### src/rtl/hzrd_sb.sv
// Decode-stage hazard scoreboard: tracks in-flight destinations over NSTG
// stages, forwards the youngest ready producer and stalls on early loads.
module hzrd_sb #(
    parameter int XLEN     = 32,
    parameter int AW       = 5,
    parameter int NSTG     = 3,
    parameter int LOAD_LAT = 2,
    parameter int CNT_W    = 16
) (
    input  logic                 i_clk,
    input  logic                 i_rst_n,
    input  logic                 i_dec_vld,
    input  logic                 i_flush,
    input  logic                 i_hold,
    input  logic [AW-1:0]        i_rs1_raddr,
    input  logic [AW-1:0]        i_rs2_raddr,
    input  logic                 i_rs1_used,
    input  logic                 i_rs2_used,
    input  logic [AW-1:0]        i_rd_waddr,
    input  logic                 i_rd_wen,
    input  logic                 i_is_load,
    input  logic [XLEN-1:0]      i_rs1_rdata,
    input  logic [XLEN-1:0]      i_rs2_rdata,
    input  logic [NSTG*XLEN-1:0] i_stg_res,
    output logic [XLEN-1:0]      o_op1,
    output logic [XLEN-1:0]      o_op2,
    output logic [NSTG-1:0]      o_frwd1,
    output logic [NSTG-1:0]      o_frwd2,
    output logic                 o_stall,
    output logic [CNT_W-1:0]     o_stall_cnt,
    output logic [NSTG-1:0]      o_inflight
);

    logic [NSTG-1:0]         vld_q, vld_d;
    logic [NSTG-1:0]         ld_q, ld_d;
    logic [NSTG-1:0][AW-1:0] rd_q, rd_d;
    logic [CNT_W-1:0]        cnt_q, cnt_d;

    logic [NSTG-1:0] hit1, hit2, sel1, sel2, early;
    logic            haz1, haz2, acc, wr_vld;

    always_comb begin
        hit1  = '0;
        hit2  = '0;
        early = '0;
        for (int s = 0; s < NSTG; s++) begin
            hit1[s]  = vld_q[s] && (rd_q[s] == i_rs1_raddr)
                       && i_rs1_used && (i_rs1_raddr != '0);
            hit2[s]  = vld_q[s] && (rd_q[s] == i_rs2_raddr)
                       && i_rs2_used && (i_rs2_raddr != '0);
            early[s] = ld_q[s] && (s + 1 < LOAD_LAT);
        end
    end

    // Isolating the lowest set bit picks the youngest producer.
    assign sel1 = hit1 & ~(hit1 - NSTG'(1));
    assign sel2 = hit2 & ~(hit2 - NSTG'(1));
    assign haz1 = |(sel1 & early);
    assign haz2 = |(sel2 & early);

    assign o_frwd1 = haz1 ? '0 : sel1;
    assign o_frwd2 = haz2 ? '0 : sel2;
    assign o_stall = i_dec_vld & ~i_flush & (haz1 | haz2);

    always_comb begin
        o_op1 = i_rs1_rdata;
        o_op2 = i_rs2_rdata;
        for (int s = 0; s < NSTG; s++) begin
            if (o_frwd1[s]) o_op1 = i_stg_res[s*XLEN +: XLEN];
            if (o_frwd2[s]) o_op2 = i_stg_res[s*XLEN +: XLEN];
        end
    end

    assign acc    = i_dec_vld & ~i_flush & ~o_stall;
    assign wr_vld = acc & i_rd_wen & (i_rd_waddr != '0);

    always_comb begin
        vld_d = '0;
        ld_d  = '0;
        rd_d  = '0;
        for (int s = NSTG - 1; s > 0; s--) begin
            vld_d[s] = vld_q[s-1];
            ld_d[s]  = ld_q[s-1];
            rd_d[s]  = rd_q[s-1];
        end
        vld_d[0] = wr_vld;
        ld_d[0]  = wr_vld & i_is_load;
        rd_d[0]  = wr_vld ? i_rd_waddr : '0;
    end

    assign cnt_d = (o_stall && (cnt_q != '1)) ? cnt_q + CNT_W'(1) : cnt_q;

    always_ff @(posedge i_clk or negedge i_rst_n) begin
        if (!i_rst_n) begin
            vld_q <= '0;
            ld_q  <= '0;
            rd_q  <= '0;
            cnt_q <= '0;
        end else if (!i_hold) begin
            vld_q <= vld_d;
            ld_q  <= ld_d;
            rd_q  <= rd_d;
            cnt_q <= cnt_d;
        end
    end

    assign o_stall_cnt = cnt_q;
    assign o_inflight  = vld_q;

endmodule

### config.mk
export PLATFORM = sky130hd
export DESIGN_NAME = hzrd_sb
export DESIGN_NICKNAME = d
export VERILOG_FILES = /design/src/rtl/hzrd_sb.sv
export SDC_FILE = /design/constraint.sdc
export NUM_CORES = 1
export LEC_CHECK = 0
export BUFFER_PORTS_ARGS = -buffer_cell sky130_fd_sc_hd__buf_2
export CAP_MARGIN = 20
export CORE_MARGIN = 10
export CORE_UTILIZATION = 40
export DETAILED_ROUTE_END_ITERATION = 8
export PLACE_DENSITY_LB_ADDON = 0.1
export SYNTH_ARGS = -nofsm -noshare
export SYNTH_HDL_FRONTEND = slang
export SYNTH_SLANG_ARGS = --single-unit
### constraint.sdc
create_clock -name i_clk -period 4.43 [get_ports i_clk]
set_input_delay 0.6645 -clock i_clk [delete_from_list [all_inputs] [get_ports i_clk]]
set_output_delay 0.6645 -clock i_clk [all_outputs]
set_load 0.1 [all_outputs]
==> results of run 1 <==
[layout make-up]
type                       count  area share
antenna                        1    0.000432
clock buffer                   5      0.0119
clock inverter                 3      0.0117
inverter                       3     0.00195
multi-input combinational    387       0.522
sequential                    35       0.151
tap                          133      0.0288
timing repair buffer         282       0.272
[cell usage in the layout, fill, tap and decap left out]
cell	n
xnor2_1	35
o21ai_4	1
ha_1	1
nor2_1	6
nand2b_1	2
mux2_2	77
diode_2	1
and2_1	1
o2111a_1	1
clkbuf_8	5
xor2_1	10
mux2i_1	64
nor4_4	4
and4_1	1
bufinv_16	2
nand2b_2	2
nand3_1	10
nor3_2	1
and3_1	4
buf_4	5
nand2_1	76
buf_2	267
nor3_1	6
or4_4	2
dfrtp_1	35
clkinvlp_4	1
o21ai_1	56
a32o_1	1
o21ai_0	1
a22o_1	6
buf_12	10
nand4_1	7
o21ai_2	9
inv_1	3
o211ai_4	1
nor4_1	2
[power by group]
part / internal, mW / switching [mW]
Sequential: 0.328 / 0.0127
Combinational: 0.160 / 0.367
Clock: 0.224 / 0.112
Total: 0.712 / 0.491
[registers in the layout, indices dropped and copies added (netlist names)]
| name | count |
|---|---|
| o_stall_cnt | 16 |
| ld_q | 1 |
| rd_d | 10 |
| rd_q | 5 |
| o_inflight | 3 |
[cell families after synthesis]
family	share of synthesized area
xor+xnor	0.0964
mux	0.369
fa+ha+maj	0.00306
buf+inv	0.0594
compound gates	0.109
simple gates	0.149
flops	0.214
[layer usage]
metal,GRT usage,vias up,share of wire
met5,0,-,0.00052
met4,0.0543,2,0.021
met3,0.0423,20,0.066
met2,0.406,159,0.52
met1,0.235,2092,0.39
li1,-,2154,-
[critical path, delay by kind of cell]
kind,cells,cell delay (ps)
muxes,1,120
AOI/OAI and AO/OA,2,390
and+or+nand+nor,3,1070
buffers and inverters,3,870
[final timing paths]
check	startpoint	end	slack [ps]	cells after the start
max	i_rs2_raddr[0]	o_op2[4]	620	9
min	i_rst_n	o_stall_cnt[7]	450	1
max reg2reg	rd_d[8]	o_stall_cnt[1]	1950	5
min reg2reg	o_stall_cnt[8]	o_stall_cnt[8]	500	1
max in group asynchronous	i_rst_n	rd_d[11]	3500	1
min in group i_clk	o_stall_cnt[8]	o_stall_cnt[8]	500	1
[per-stage QoR]
step           total power [mW]  cells
2_1_floorplan             0.711    457
5_1_grt                    1.26    848
4_1_cts                    1.21    848
3_5_place_dp              0.874    840
6_report                   1.20    849
3_3_place_gp              0.867    840
==> impl_metrics.json, run 1 <==
{
  "gr-total-overflow": 0,
  "coreArea_um2": 9860,
  "synth-edff-count": 0,
  "fin_skew_ps": 2.28,
  "setup_violations": 0,
  "die_area_um2": 14700,
  "crit_slowest_cell": "or4_4",
  "min_period_ps": 3810,
  "antenna_found_initial": 1,
  "min_path_type": "primary input to async pin",
  "dp_worst_setup_slack_ps": 586,
  "grt_max_degree": 56,
  "drt_first_pass_iters": 4,
  "synth_ff_type": "dfrtp_1",
  "cts_tree": "done",
  "first_global_vias": 4570,
  "max_stage_delay_ps": 540,
  "synth-seq-area-share": 0.214,
  "leakagePower_nw": 3.10,
  "slew_headroom": 0.500,
  "hold_viol": 0,
  "fin_crit_sh": 0.861,
  "dpl.hpwl_mm": 14.3,
  "yosysTopAreaCell": "dfrtp_1",
  "avgSynthCellArea_um2": 8.94,
  "required_ps": 3770,
  "io_pins": 274,
  "clkLatencyLatePin_ps": 270,
  "netlist_top_cells_area": "dfrtp_1, mux2_2, mux2i_1",
  "tns_ps": 0,
  "multiInputGateArea_um2": 3020,
  "ys_types": 34,
  "syn_inst": 457,
  "fmax_mhz": 262,
  "initial_core_util": 0.414,
  "drive_gt1_frac": 0.541,
  "synth_area_um2": 4090,
  "postPlaceCellArea_um2": 5650,
  "cp-start-kind": "primary input",
  "path_cells": "buf_2 > or4_4 > o21ai_4 > nor3_1 > nand2b_2 > buf_12 > mux2i_1 > o21ai_1 > buf_2",
  "synth_nets": 642,
  "cap_violations": 0,
  "worst_pin_slew_ps": 751,
  "areaGrowthSynthToFinish_pct": 41.6,
  "synthTopCellsByCount": "mux2_2, nand2_1, mux2i_1",
  "worstPathMaxFanout": 17,
  "dieHeight_um": 121,
  "die_x_um": 121,
  "num_vias": 4427,
  "synth_top_area_frac": 0.214,
  "yosys_warnings": 0,
  "clk_pin_slew_ps": 70,
  "synth.most_common_cell": "mux2_2",
  "crit_path_frequent_cell": "buf_2",
  "setup_slack_ps": 615,
  "final_area_um2": 5790,
  "final-seq-area_um2": 876,
  "maxSlewViolCount": 0,
  "ys_seq_elements": 35,
  "clock_path_buffers": 2,
  "whs_ps": 450,
  "post_cts_buffers": 0,
  "status": "finished, final reports clean",
  "utilization": 0.587,
  "numCtsBuffers": 5,
  "crit_arrival_ps": 3150,
  "portBuffers": 273,
  "cp-end-kind": "output port",
  "clock_sinks": 35,
  "postCtsHoldBufs": 0,
  "cts_max_level": 2,
  "n_fill_cell": 938,
  "cts-root-buf": "clkbuf_8",
  "nets": 899,
  "synth-async-reset-ratio": 1.00,
  "ir_drop_mv": 0.338,
  "gp_congestion": 0.955,
  "vias_per_cell": 5.21,
  "remaining_drc_errors": 0,
  "p_per_area_nw_per_um2": 208,
  "ant_nets": 0,
  "critPathKind": "primary input to output port",
  "grt.total_usage": 0.214,
  "rows": 36,
  "rsz0062_at_grt": "no",
  "finalWirelength_mm": 17.2,
  "drt_iter0_drc": 250,
  "ctsResizeCount": 0,
  "grt_pass1_wl_mm": 25.4,
  "routedWlPerCell_um": 20.2
}
Note: power is estimated with default switching activity, not from simulation.
==> run 2: changes to the inputs <==
--- a/config.mk
+++ b/config.mk
@@ -8,7 +8,7 @@
 export BUFFER_PORTS_ARGS = -buffer_cell sky130_fd_sc_hd__buf_2
 export CAP_MARGIN = 20
 export CORE_MARGIN = 10
-export CORE_UTILIZATION = 40
+export CORE_UTILIZATION = 47
 export DETAILED_ROUTE_END_ITERATION = 8
 export PLACE_DENSITY_LB_ADDON = 0.1
 export SYNTH_ARGS = -nofsm -noshare
==> run 2 against run 1 <==
- sequential share of layout area increased by 0.13 points
- cell count decreased by 3.2%
- die area decreased by 13%
- global-route usage increased by 3.3 points
- clock skew increased by 6.6 ps
- setup slack got worse by 83 ps
- first-iteration DRC count increased by 4.4%
- register-to-register slack got worse by 80 ps
- critical path depth unchanged
- via count increased by 1.3%
- core utilization increased by 10 points
- total power decreased by 7.8%
- highest routed layer unchanged
==> impl_metrics.json, run 2 (synthesized netlist as in run 1, its figures left out) <==
{
  "status": "finished, final reports clean",
  "setup_violations": 0,
  "setup_slack_ps": 533,
  "die_area_um2": 12800,
  "num_vias": 4484,
  "antenna_found_initial": 2,
  "ctsResizeCount": 0,
  "hold_viol": 0,
  "cts-root-buf": "clkbuf_8",
  "ir_drop_mv": 0.246,
  "die_x_um": 113,
  "largest_reg_flops": 16,
  "post_cts_buffers": 0,
  "postCtsHoldBufs": 0,
  "ant_nets": 0,
  "grt_pass1_wl_mm": 25.7,
  "fin_skew_ps": 8.93,
  "first_global_vias": 4539,
  "grt.total_usage": 0.247,
  "gp_congestion": 0.936,
  "slew_headroom": 0.485,
  "postPlaceCellArea_um2": 5650,
  "critPathKind": "primary input to output port",
  "final_area_um2": 5740,
  "finalWirelength_mm": 17.2,
  "drt_iter0_drc": 261,
  "final_common_cell": "buf_2",
  "clock_path_buffers": 2,
  "clk_pin_slew_ps": 70,
  "io_pins": 274,
  "coreArea_um2": 8340,
  "min_period_ps": 3900,
  "required_ps": 3770,
  "min_path_type": "primary input to async pin",
  "cap_violations": 0,
  "cts_max_level": 2,
  "cp-end-kind": "output port",
  "routedWlPerCell_um": 20.9,
  "antenna_cells": 0,
  "layout_common_cells": "buf_2, mux2_2, nand2_1",
  "dp_worst_setup_slack_ps": 558,
  "cts_tree": "done",
  "clock_sinks": 35,
  "cp-start-kind": "primary input",
  "drt_first_pass_iters": 4,
  "n_fill_cell": 697,
  "leakagePower_nw": 3.10,
  "areaGrowthSynthToFinish_pct": 40.4,
  "crit_arrival_ps": 3230,
  "clkLatencyLatePin_ps": 300,
  "initial_core_util": 0.490,
  "worst_pin_slew_ps": 772,
  "dieHeight_um": 113,
  "numCtsBuffers": 5,
  "vias_per_cell": 5.45,
  "rsz0062_at_grt": "no",
  "nets": 901,
  "remaining_drc_errors": 0,
  "p_per_area_nw_per_um2": 193,
  "portBuffers": 273,
  "worstPathMaxFanout": 13,
  "gr-total-overflow": 0,
  "grt_max_degree": 50,
  "fmax_mhz": 257,
  "tns_ps": 0,
  "drive_gt1_frac": 0.543,
  "dpl.hpwl_mm": 14.2,
  "rows": 33,
  "fin_crit_sh": 0.880,
  "maxSlewViolCount": 0
}
-- run 2: cell types whose count changed in the layout (fill, tap and decap cells not counted) --
cell	previous run	this run
buf_4	5	9
diode_2	1	0
buf_2	267	264
bufinv_16	2	0
clkinvlp_4	1	2
buf_12	10	11
clkinv_2	0	1
-- run 2: critical path, cell delays in order --
cell      delay [ps]
buf_2            130
or4_4            550
o21ai_4          240
nor3_1           170
nand2b_2         450
buf_12           290
mux2i_1          130
o21ai_1          130
buf_2            450
-- run 2: area by class of cell --
class | instances | area (µm²) | share of cell area
multi-input cells | 387 | 3020 | 0.527
repair buffers | 284 | 1610 | 0.280
flip-flops and latches | 35 | 876 | 0.153
well taps | 105 | 131 | 0.0229
clock buffers | 5 | 68.8 | 0.0120
clock inverters | 3 | 20.0 | 0.00349
inverters | 3 | 11.3 | 0.00196
-- run 2: where the power goes --
part	internal, mW	switching [mW]
registers	0.328	0.0131
clock network	0.109	0.125
logic	0.164	0.369
total	0.602	0.507
-- run 2: path summary, 6_finish.rpt --
kind | startpoint | endpoint | slack, ps | cells after the start
min reg2reg | o_stall_cnt[12] | o_stall_cnt[12] | 490 | 1
min | i_rst_n | rd_q[12] | 450 | 1
max in group asynchronous | i_rst_n | rd_d[14] | 3500 | 1
min in group i_clk | o_stall_cnt[12] | o_stall_cnt[12] | 490 | 1
max | i_rs2_raddr[0] | o_op2[6] | 530 | 9
max reg2reg | rd_d[8] | o_stall_cnt[1] | 1870 | 5
-- run 2: stage by stage --
stage	util	hold slack, ps	std cells	power, mW
6_report	0.688	445	822	1.11
2_1_floorplan	-	369	457	0.711
4_1_cts	0.688	470	822	1.11
3_3_place_gp	0.677	474	814	0.871
5_1_grt	0.688	489	822	1.16
3_5_place_dp	0.677	484	814	0.879
-- run 2: routing by layer --
metal  part of all wire  GRT usage  routed length (µm)
met1               0.38      0.276                6540
met2               0.53      0.451                9030
met3              0.073     0.0671                1260
met4              0.019     0.0609                 331
met5             0.0020          0                  34
